File: src/rtl/lgdst_ts_ser_tx.sv
// Serial MPEG-TS transmitter: byte stream with valid/ready in, divided ts_clk
// with MSB-first ts_d0, ts_valid and ts_sync out. Flags sync and underrun errors.
module lgdst_ts_ser_tx #(
  parameter int unsigned PKT_LEN   = 188,
  parameter int unsigned CLK_DIV   = 2,
  parameter logic [7:0]  SYNC_BYTE = 8'h47,
  parameter int unsigned GAP_BITS  = 8
) (
  input  logic        clk,
  input  logic        reset,
  input  logic [7:0]  din,
  input  logic        din_sop,
  input  logic        din_valid,
  output logic        din_ready,
  output logic        ts_clk,
  output logic        ts_d0,
  output logic        ts_valid,
  output logic        ts_sync,
  output logic        err_sync,
  output logic        err_underrun,
  output logic [15:0] pkt_cnt
);

  localparam int unsigned IW = (PKT_LEN > 2) ? $clog2(PKT_LEN) : 1;
  localparam int unsigned DW = (CLK_DIV > 2) ? $clog2(CLK_DIV) : 1;
  localparam int unsigned GW = $clog2(GAP_BITS + 2);

  typedef enum logic [1:0] {IDLE, SEND, STALL, GAP} state_t;

  state_t        state;
  logic [DW-1:0] div_cnt;
  logic [GW-1:0] gap_cnt;
  logic [GW-1:0] gap_next;
  logic [IW-1:0] byte_idx;
  logic [IW-1:0] load_idx;
  logic [2:0]    bit_idx;
  logic [7:0]    sh;
  logic [7:0]    hold_byte;
  logic          hold_full;
  logic          hold_sop;
  logic          hold_ok;
  logic          div_end;
  logic          fall;
  logic          last;
  logic          load;

  assign din_ready = ~hold_full;
  assign div_end   = (div_cnt == DW'(CLK_DIV - 1));
  assign fall      = div_end & ts_clk;
  assign hold_ok   = hold_full & hold_sop & (hold_byte == SYNC_BYTE);
  assign last      = (byte_idx == IW'(PKT_LEN - 1));
  assign gap_next  = (gap_cnt >= GW'(GAP_BITS)) ? gap_cnt : gap_cnt + GW'(1);

  // gap_next counts the fall being evaluated, so a packet ends at fall F0 and
  // the next one may start at fall F(GAP_BITS); GAP_BITS=0 reloads at F0 itself.
  always_comb begin
    load     = 1'b0;
    load_idx = '0;
    unique case (state)
      IDLE:  load = fall & hold_ok & (gap_next >= GW'(GAP_BITS));
      SEND: begin
        if (fall && bit_idx == 3'd7) begin
          if (last) begin
            load = (GAP_BITS == 0) & hold_ok;
          end else if (hold_full && !hold_sop) begin
            load     = 1'b1;
            load_idx = byte_idx + IW'(1);
          end
        end
      end
      STALL: begin
        if (hold_full && !hold_sop) begin
          load     = 1'b1;
          load_idx = byte_idx + IW'(1);
        end
      end
      default: load = 1'b0;
    endcase
  end

  always_ff @(posedge clk or negedge reset) begin
    if (!reset) begin
      state        <= IDLE;
      div_cnt      <= '0;
      gap_cnt      <= GW'(GAP_BITS);
      byte_idx     <= '0;
      bit_idx      <= '0;
      sh           <= '0;
      hold_byte    <= '0;
      hold_full    <= 1'b0;
      hold_sop     <= 1'b0;
      ts_clk       <= 1'b0;
      ts_d0        <= 1'b0;
      ts_valid     <= 1'b0;
      ts_sync      <= 1'b0;
      err_sync     <= 1'b0;
      err_underrun <= 1'b0;
      pkt_cnt      <= '0;
    end else begin
      err_sync     <= 1'b0;
      err_underrun <= 1'b0;

      // STALL parks ts_clk low with the timer cleared, so leaving it gives a
      // full low half-period before the next rise.
      if (state == STALL || div_end) begin
        div_cnt <= '0;
        ts_clk  <= (state == STALL) ? 1'b0 : ~ts_clk;
      end else begin
        div_cnt <= div_cnt + DW'(1);
      end

      unique case (state)
        IDLE: begin
          if (fall) gap_cnt <= gap_next;
          if (hold_full && !hold_ok) begin
            err_sync  <= 1'b1;
            hold_full <= 1'b0;
          end
        end
        SEND: begin
          if (fall) begin
            if (bit_idx != 3'd7) begin
              ts_d0   <= sh[7];
              sh      <= {sh[6:0], 1'b0};
              bit_idx <= bit_idx + 3'd1;
            end else if (last) begin
              pkt_cnt  <= pkt_cnt + 16'd1;
              gap_cnt  <= '0;
              ts_valid <= 1'b0;
              ts_sync  <= 1'b0;
              ts_d0    <= 1'b0;
              state    <= GAP;
            end else if (!hold_full) begin
              err_underrun <= 1'b1;
              state        <= STALL;
            end else if (hold_sop) begin
              err_sync <= 1'b1;
              gap_cnt  <= '0;
              ts_valid <= 1'b0;
              ts_sync  <= 1'b0;
              ts_d0    <= 1'b0;
              state    <= GAP;
            end
          end
        end
        STALL: begin
          if (hold_full && hold_sop) begin
            err_sync <= 1'b1;
            gap_cnt  <= '0;
            ts_valid <= 1'b0;
            ts_sync  <= 1'b0;
            ts_d0    <= 1'b0;
            state    <= GAP;
          end
        end
        GAP: state <= IDLE;
        default: state <= IDLE;
      endcase

      if (load) begin
        ts_d0     <= hold_byte[7];
        sh        <= {hold_byte[6:0], 1'b0};
        bit_idx   <= '0;
        byte_idx  <= load_idx;
        ts_sync   <= (load_idx == '0);
        ts_valid  <= 1'b1;
        hold_full <= 1'b0;
        state     <= SEND;
      end

      if (din_valid && !hold_full) begin
        hold_full <= 1'b1;
        hold_byte <= din;
        hold_sop  <= din_sop;
      end
    end
  end

endmodule
File: config.mk
export PLATFORM = sky130hd
export DESIGN_NAME = lgdst_ts_ser_tx
export DESIGN_NICKNAME = d
export VERILOG_FILES = /design/src/rtl/lgdst_ts_ser_tx.sv
export SDC_FILE = /design/constraint.sdc
export NUM_CORES = 1
export LEC_CHECK = 0
export CAP_MARGIN = 30
export CORE_UTILIZATION = 45
export DETAILED_ROUTE_END_ITERATION = 16
export PLACE_DENSITY = 0.74
export SYNTH_ARGS = -nofsm -noshare
export SYNTH_HDL_FRONTEND = slang
export SYNTH_SLANG_ARGS = --single-unit
File: constraint.sdc
create_clock -name clk -period 6.8 [get_ports clk]
set_input_delay 1.02 -clock clk [delete_from_list [all_inputs] [get_ports clk]]
set_output_delay 1.02 -clock clk [all_outputs]
set_load 0.02 [all_outputs]
# ---- Word-level counts from Yosys, hierarchy flattened
# Cells that the tools add are included.
dict set report op_classes {
  mux 65
  n_lt_le_gt_ge 2
  eq_ne 21
  addsub 5
  n_reduce_logical 26
  n_bitwise 8
}
# operator n
set op_table {}
lappend op_table {{two-way mux 8 bit} 7}
lappend op_table {{two-way mux 1 bit} 32}
lappend op_table {{two-way mux 4 bit} 8}
lappend op_table {{adder 16 x 1 -> 16 bit, second input constant} 1}
lappend op_table {{case mux 8 bit (2 select lines)} 1}
lappend op_table {{inequality test 3 bit, second input constant} 5}
lappend op_table {{inequality test 5 bit, second input constant} 3}
lappend op_table {{two-way mux 2 bit} 7}
lappend op_table {{two-way mux 3 bit} 4}
lappend op_table {{case mux 4 bit (3 select lines)} 1}
lappend op_table {{nonzero test 3 bit} 4}
lappend op_table {{AND reduction 5 bit} 2}
lappend op_table {{adder 8 x 1 -> 8 bit, second input constant} 1}
lappend op_table {{equality test 8 x 7 -> 1 bit, second input constant} 1}
lappend op_table {{equality test 8 bit, second input constant} 1}
lappend op_table {{>= comparator 4 bit, second input constant} 2}
lappend op_table {{zero test 8 bit} 1}
lappend op_table {{inequality test 4 bit, second input constant} 2}
lappend op_table {{AND reduction 7 bit} 1}
lappend op_table {{inequality test 2 bit, second input constant} 3}
lappend op_table {{case mux 1 bit (3 select lines)} 2}
lappend op_table {{case mux 2 bit (3 select lines)} 1}
lappend op_table {{AND reduction 6 bit} 1}
lappend op_table {{nonzero test 2 bit} 3}
lappend op_table {{other kinds (19)} 33}
dict set report word_totals {
  out_inout_bits 23
  regBits 58
  elab_cells 143
  inputBits 12
}

# ---- Logic depth before layout (Yosys ltp)
# Gate-level depths: netlist (run 1).
dict set report depth {
  ltp_word 8
  mapped_depth 11
  ltp_nobuf 8
}

# ---- Worst setup path before layout (run 1)
# OpenSTA, ideal clock, no wires.
dict set report synth_timing {
  path_kind {flip-flop to flip-flop}
  start {register bit_idx[0]}
  end {register byte_idx[6]}
  slack_ps 4483
  t_arrival_ps 2189
  path_stages_with_launch 11
  required_ps 6672
  setup_time_ps 128
  synth_period_minus_slack_ps 2317
  path_cell_list {dfrtp_1 -> ha_1 -> ha_1 -> nand4_4 -> a221oi_2 -> a31oi_4 -> or2_1 -> buf_6 -> buf_6 -> o21ai_1 -> o31ai_1}
}
dict set report synth_between {
  elab_chain_cells 4
  elab_cells_between_ends 6
  classes_between {eq/ne (1); mux (4); reduce/logical (1)}
}
# element line_no
set synth_rtl {}
lappend synth_rtl {{start, declared} 36} ;# logic [2:0] bit_idx;
lappend synth_rtl {{start signal, assigned} 125} ;# bit_idx <= bit_idx + 3'd1;
lappend synth_rtl {{equality test 3 bit *} 62} ;# if (fall && bit_idx == 3'd7) begin
lappend synth_rtl {{logical AND 1 bit *} 62}
lappend synth_rtl {{two-way mux 1 bit / two-way mux 8 bit (equally long branches)} 62}
lappend synth_rtl {{case mux 1 bit (3 select lines) / case mux 8 bit (2 select lines) (equally long branches)} 59} ;# unique case (state)
lappend synth_rtl {{end signal, assigned} 164} ;# byte_idx <= load_idx;
lappend synth_rtl {{end, declared} 34} ;# logic [IW-1:0] byte_idx;
# Mark *: on every way between the ends. The rest lies on a longest branch, timed or not.
# A chain may end at the register's enable or synchronous reset.

# ---- Worst setup path after layout (run 1)
dict set report layout_timing {
  start {register state[1]}
  end {register ts_d0}
}
dict set report layout_between {
  elab_chain_cells 4
  elab_cells_between_ends 12
  classes_between {eq/ne (6); mux (3); reduce/logical (3)}
}
# element line_no
set layout_rtl {}
lappend layout_rtl {{start, declared} 30} ;# state_t state;
lappend layout_rtl {{start signal, assigned} 83} ;# state <= IDLE;
lappend layout_rtl {{start signal, assigned} 132} ;# state <= GAP;
lappend layout_rtl {{start signal, assigned} 135} ;# state <= STALL;
lappend layout_rtl {{equality test 2 bit (tied with other cells)} {59, 112}}
lappend layout_rtl {{case mux 1 bit (3 select lines)} 59}
lappend layout_rtl {{inequality test 5 bit (no line) (tied with other cells)} --}
lappend layout_rtl {{AND reduction 5 bit (no line)} --}
lappend layout_rtl {{end signal, assigned} 123} ;# ts_d0 <= sh[7];
lappend layout_rtl {{end signal, assigned} 161} ;# ts_d0 <= hold_byte[7];
lappend layout_rtl {{end, declared} 16} ;# output logic ts_d0,
# Parallel ways exist; a longest one is shown, timed or not.

==> results of run 1 <==
-- worst paths after layout --
check,from,end,slack [ns]
hold reg to reg,pkt_cnt[15],pkt_cnt[15],0.47
setup reg to reg,state[1],ts_d0,3.89
hold / removal,pkt_cnt[15],pkt_cnt[15],0.47
setup / recovery,state[1],ts_d0,3.89
min in group asynchronous,reset,byte_idx[4],0.82
max in group asynchronous,reset,pkt_cnt[5],5.51
-- metrics by stage --
step	util (%)	hold WS [ns]	total power [W]	cell area, µm²
4_1_cts	55.97	0.4729	0.001229	3615
5_1_grt	55.97	0.4792	0.001303	3615
3_5_place_dp	52.94	0.4643	0.0009137	3420
3_3_place_gp	52.94	0.4569	0.0009047	3420
6_report	55.97	0.4697	0.001218	3615
2_1_floorplan	-	0.4496	0.0007991	3075
-- synth_stat cells, types with 2 or more instances --
master	instances	share of area (%)
a21o_1	2	0.49
nor2_1	21	2.6
nand4_1	6	1.2
a31oi_1	2	0.41
nand2_1	34	4.1
nor3b_1	2	0.49
o21ai_1	7	1.1
buf_6	2	0.73
buf_4	2	0.49
and3_1	8	1.6
ha_1	10	4.1
xor2_1	9	2.6
nor2b_1	2	0.41
o21ai_0	17	2.8
xnor2_1	10	2.8
a22o_1	3	0.85
clkbuf_8	3	1.3
nor3_1	5	0.81
mux2_2	11	4.0
nand3_1	9	1.5
clkbuf_1	3	0.37
o31ai_1	5	1.2
a21oi_1	8	1.3
mux2i_1	6	2.0
dfrtp_1	56	46
inv_1	12	1.5
nand2b_1	2	0.41
-- critical path, cell delays in order, from the launching register on --
cell and delay, ns:
dfrtp_1 0.44, inv_1 0.12, ha_1 0.42, nand4_4 0.19
a221oi_2 0.46, a31oi_4 0.11, or2_1 0.55, a41o_1 0.33
a22o_1 0.17
-- final cells by class --
cell class                 instances  area [µm²]
fill                             590        2844
multi-input combinational        213        1508
sequential                        57        1428
timing repair buffer              35       342.8
clock buffer                      10       137.6
tap                               77       96.34
clock inverter                     6       57.56
inverter                          12       45.04
-- power by group through the flow --
stage	Sequential [W]	Clock [W]	Combinational, W
floorplan	0.000483	0	0.000316
global route	0.000500	0.000338	0.000465
CTS	0.000490	0.000319	0.000420
detailed placement	0.000496	0	0.000418
finish	0.000490	0.000311	0.000417
global placement	0.000493	0	0.000411
-- cells in the final DEF (no fill, tap or decap), drive strengths merged, types with 6 or more instances in the layout --
cell | synthesis | layout
a21oi | 9 | 9
and3 | 8 | 8
clkbuf | 6 | 10
clkdlybuf4s50 | 0 | 33
dfrtp | 56 | 56
ha | 10 | 10
inv | 12 | 12
mux2 | 12 | 12
mux2i | 6 | 6
nand2 | 35 | 35
nand3 | 9 | 9
nand4 | 7 | 7
nor2 | 22 | 22
nor3 | 6 | 6
o21ai | 25 | 25
xnor2 | 10 | 10
xor2 | 9 | 9
-- state kept, by name, indices dropped and copies added, names as in the netlist --
register and cells:
pkt_cnt 16, byte_idx 8, hold_byte 8, sh 7, gap_cnt 4, bit_idx 3, state 2, div_cnt 1
err_sync 1, err_underrun 1, hold_full 1, hold_sop 1, ts_clk 1, ts_d0 1, ts_sync 1, ts_valid 1
-- kinds of logic (layout without fill, tap and decap cells) --
| group | after synthesis | count (layout) | synth area share (%) |
|---|---|---|---|
| DFF | 57 | 57 | 46.42 |
| adders and majority gates | 10 | 10 | 4.068 |
| and+or+nand+nor | 104 | 104 | 18.51 |
| buffers and inverters | 23 | 63 | 4.556 |
| muxes | 18 | 18 | 6.469 |
| xor gates and xnor gates | 19 | 19 | 5.411 |
| AOI/OAI and AO/OA | 62 | 62 | 14.57 |
-- routing by layer --
layer  GRT usage [%]  up-vias  wire length [µm]
met2           30.16       42              2896
li1                -     1115                 -
met1           24.38     1090              2789
met3           5.113       14               232
met4           8.166        0               121
met5               0        -                 0
==> reports/metrics.cfg, run 1 <==
[grt]
overflow = 0
grtUsageTotal_pct = 18.94
antenna_found_initial = 0
first_global_vias = 2205
grt_max_degree = 58
grt_first_pass_wirelength_um = 10520

[synth]
synth.yosys.seq_area_share_pct = 46.42
async_reset_ff_share_pct = 100.0
ys_warn_count = 0
synth_edf_count = 0
syn-num-nets = 315
synthFlopType = dfrtp_1
netlist_instances = 293
avgSynthCellArea_um2 = 10.50
ys_ff_latch = 57
yosys.cell_types.count = 63
netlist_area_mm2 = 0.003075

[setup_path]
endpoint_kind = flip-flop
crit_fanout = 20
required_ns = 7.03
reg2reg_depth = 8
cp-start-kind = flip-flop
worstPathArrival_ns = 3.14
crit_type = reg2reg

[pwr]
sw_frac_of_total_pct = 36.79
ir_worst_vdd_uv = 229.2
clock_power_share_pct = 25.5
comb_power_share_pct = 34.2
power.density_mw_per_mm2 = 337.0
p_switching_w = 0.0004482
power.leakage_nw = 1.623
p_seq_share_pct = 40.2
power.internal_w = 0.0007699

[floorplan]
core_mm2 = 0.006459
fp.dieW_um = 84.67
pin_count = 35
initial_core_util_pct = 47.62
die-area_mm2 = 0.007169
rows = 29
die-height_um = 84.67

[cts]
ctsHoldBuffers = 0
root_buffer = clkbuf_8
ctsHtreeMaxLevel = 3
cts_tree = built
cts-buffers-inserted = 9
post_cts_resized = 0
cts_setup_buffers = 0
clockBufferDepth = 2
clk_pin_slew_ns = 0.06
clock-sinks = 57
clock_latency_ns = 0.34

[sta]
period_minus_slack_ns = 2.908
slew_violations = 0
finalCritPeriodShare_pct = 42.77
fin_ws_ns = 3.892
hold_violations = 0
rsz0062_at_grt = no
clock_skew_ns = 0.005836
setup_viol = 0
worstMarginPinSlew_ns = 0.8022
fmax_mhz = 343.8
tns_ns = 0
relSlewSlack_pct = 46.52

[route]
dr_total_vias = 2261
ant_nets = 0
drt_iter0_drc = 162
drt_wl_total_um = 6039
via_per_inst = 5.515
wire_per_inst_um = 14.73
drc_errors = 0
firstDrtPassIters = 4

[hold_path]
min_path_cells = 1
min_path_type = reg2reg

[run_status]
outcome = finished clean

[placement]
place_inst = 394
gp_congestion = 0.8596
dp_worst_setup_slack_ns = 3.867
hpwl_um = 4246
io_buffers = 34

[final_layout]
drive_gt1_share_pct = 14.41
insertedDiodeCount = 0
nets = 350
area_delta_synth_final_pct = 17.53
finalNonFillerCells = 410

[run]
max-cap-violations = 0

Note: power is estimated with default switching activity, not from simulation.
==> run 2, diff against run 1 <==
Settings changed: PLACE_DENSITY 0.74 to 0.77.
Clock period 6.8 ns to 2.4 ns, I/O delays scaled along.
==> run 2 against run 1 <==
Compared with the run above:
- sequential power grew to 2.8 times the previous value
- combinational power rose to 3.3 times the previous value
- first-iteration DRC count decreased by 12%
- critical path type unchanged
- largest cell class unchanged
==> reports/metrics.cfg, run 2 (synthesis results as in run 1) <==
[pwr]
sw_frac_of_total_pct = 36.14
power.internal_w = 0.002351
clock_power_share_pct = 26.0
p_switching_w = 0.001330
power.density_mw_per_mm2 = 961.1
comb_power_share_pct = 37.4
p_seq_share_pct = 36.6
ir_worst_vdd_uv = 581.1
power.leakage_nw = 1.720

[setup_path]
crit_path_start = byte_idx[1]
required_ns = 2.62
crit_type = reg2reg
reg2reg_depth = 8
critical_path_buf_inv_count = 2
cpMaxStageDelayCell = dfrtp_1
cp.depth = 8
endpoint_kind = flip-flop
cp-endpoint = pkt_cnt[6]
reg2reg_setup_slack_ns = 0.11
cp_top_family = simple AND/OR/NAND/NOR gates
path_cells = ha_2 > nand4_1 > buf_4 > nor3_4 > and3_1 > nand4_1 > buf_4 > xnor2_1
cp_slowest_stage_delay_ns = 0.42
r2r_end = pkt_cnt[6]
crit_fanout = 8
worstReg2RegStart = byte_idx[1]
worstPathArrival_ns = 2.51
cp-start-kind = flip-flop

[sta]
finalCritPeriodShare_pct = 95.32
fmax_mhz = 437.1
period_minus_slack_ns = 2.288
relSlewSlack_pct = 57.42
worstMarginPinSlew_ns = 0.6387
rsz0062_at_grt = yes
setup_viol = 0
clock_skew_ns = 0.009670
hold_violations = 0
slew_violations = 0

[final_layout]
utilization_pct = 59.30
num-fill-cells = 525
seqCellArea_mm2 = 0.001428
insertedDiodeCount = 0
finalInstanceArea_mm2 = 0.003830
largest-register = pkt_cnt
final_cell_mix = dfrtp_1, nand2_1, clkdlybuf4s50_1
top_regs = pkt_cnt x16, byte_idx x8, hold_byte x8
multi_input_area_mm2 = 0.001560
area_delta_synth_final_pct = 24.53
drive_gt1_share_pct = 21.59
largest_reg_flops = 16
nets = 369
final_common_cell = dfrtp_1

[floorplan]
die-area_mm2 = 0.007169
rows = 29
initial_core_util_pct = 47.62
fp.dieW_um = 84.67
core_mm2 = 0.006459
pin_count = 35
die-height_um = 84.67

[grt]
antenna_found_initial = 0
grtUsageTotal_pct = 19.27
grt_max_degree = 29
grt_first_pass_wirelength_um = 10740
overflow = 0
first_global_vias = 2264

[run]
max-cap-violations = 0

[cts]
ctsHtreeMaxLevel = 3
clock-sinks = 57
clock_latency_ns = 0.34
clk_pin_slew_ns = 0.07
clockBufferDepth = 2
cts_tree = built
cts-buffers-inserted = 9
root_buffer = clkbuf_8

[placement]
hpwl_um = 4775
gp_congestion = 0.9501
io_buffers = 34
dpl_cell_area_mm2 = 0.003547

[run_status]
outcome = finished clean

[route]
wire_per_inst_um = 15.02
drt_iter0_drc = 143
via_per_inst = 5.455
firstDrtPassIters = 6
drc_errors = 0
drt_wl_total_um = 6443
dr_total_vias = 2340
ant_nets = 0

[hold_path]
min_path_type = in2async

## run 2: power groups by stage
| stage | clock, W | sequential, W | combinational, W |
|---|---|---|---|
| after floorplan | 0 | 0.00137 | 0.000896 |
| final | 0.000956 | 0.00135 | 0.00138 |
| after global placement | 0 | 0.00136 | 0.00133 |
| after CTS | 0.000973 | 0.00135 | 0.00136 |
| after detailed placement | 0 | 0.00137 | 0.00135 |
| after global routing | 0.00102 | 0.00137 | 0.00149 |
## run 2: repair_timing
item / 4_1_cts / 5_1_grt
endpoints found under the hold margin: 0 / 0
setup buffers: 1 / 1
resized for setup: 1 / 10
hold buffers: 0 / 0
pin swaps: 1 / 2
setup endpoints to repair: 8 / 25
## run 2: worst reg2reg max path, cell delays in order (launching register included)
cell and delay (ns):
dfrtp_1 0.42, ha_2 0.28, nand4_1 0.17, buf_4 0.20, nor3_4 0.21, and3_1 0.26, nand4_1 0.28, buf_4 0.24
xnor2_1 0.11
## run 2: worst min-delay path by stage
stage                             end  slack [ns]
after CTS                 byte_idx[4]        0.05
final                     byte_idx[4]        0.03
after global placement    byte_idx[5]        0.42
after detailed placement  byte_idx[5]        0.42
after global routing      byte_idx[6]        0.10
after floorplan            bit_idx[0]        0.06
## run 2: per-stage QoR
stage	cells	power, W	setup slack (ns)	hold WS [ns]	TNS, ns
CTS	428	0.003682	0.007026	0.05483	0
floorplan	293	0.002264	0.08331	0.06441	0
finish	429	0.003681	0.1123	0.03473	0
global route	429	0.003885	-0.02690	0.1030	-0.05465
global placement	411	0.002686	0.03019	0.4159	0
detailed placement	411	0.002715	-0.03998	0.4210	-0.1564
## run 2: final cells by class
cell class                      instances  share of cell area [%]
Clock buffer                           12                   4.312
Timing Repair Buffer                   54                   12.68
Multi-Input combinational cell        213                   40.74
Clock inverter                          4                   1.307
Tap cell                               77                   2.516
Sequential cell                        57                   37.28
Inverter                               12                   1.176
## run 2: routing by layer
metal	routed length [µm]	up-vias	track usage, %	share of wire [%]
met2	3121	37	30.45	48
met5	0	-	0	0
met4	99	0	7.396	1.5
met3	241	9	4.916	3.7
met1	2980	1142	25.55	46
li1	-	1152	-	-
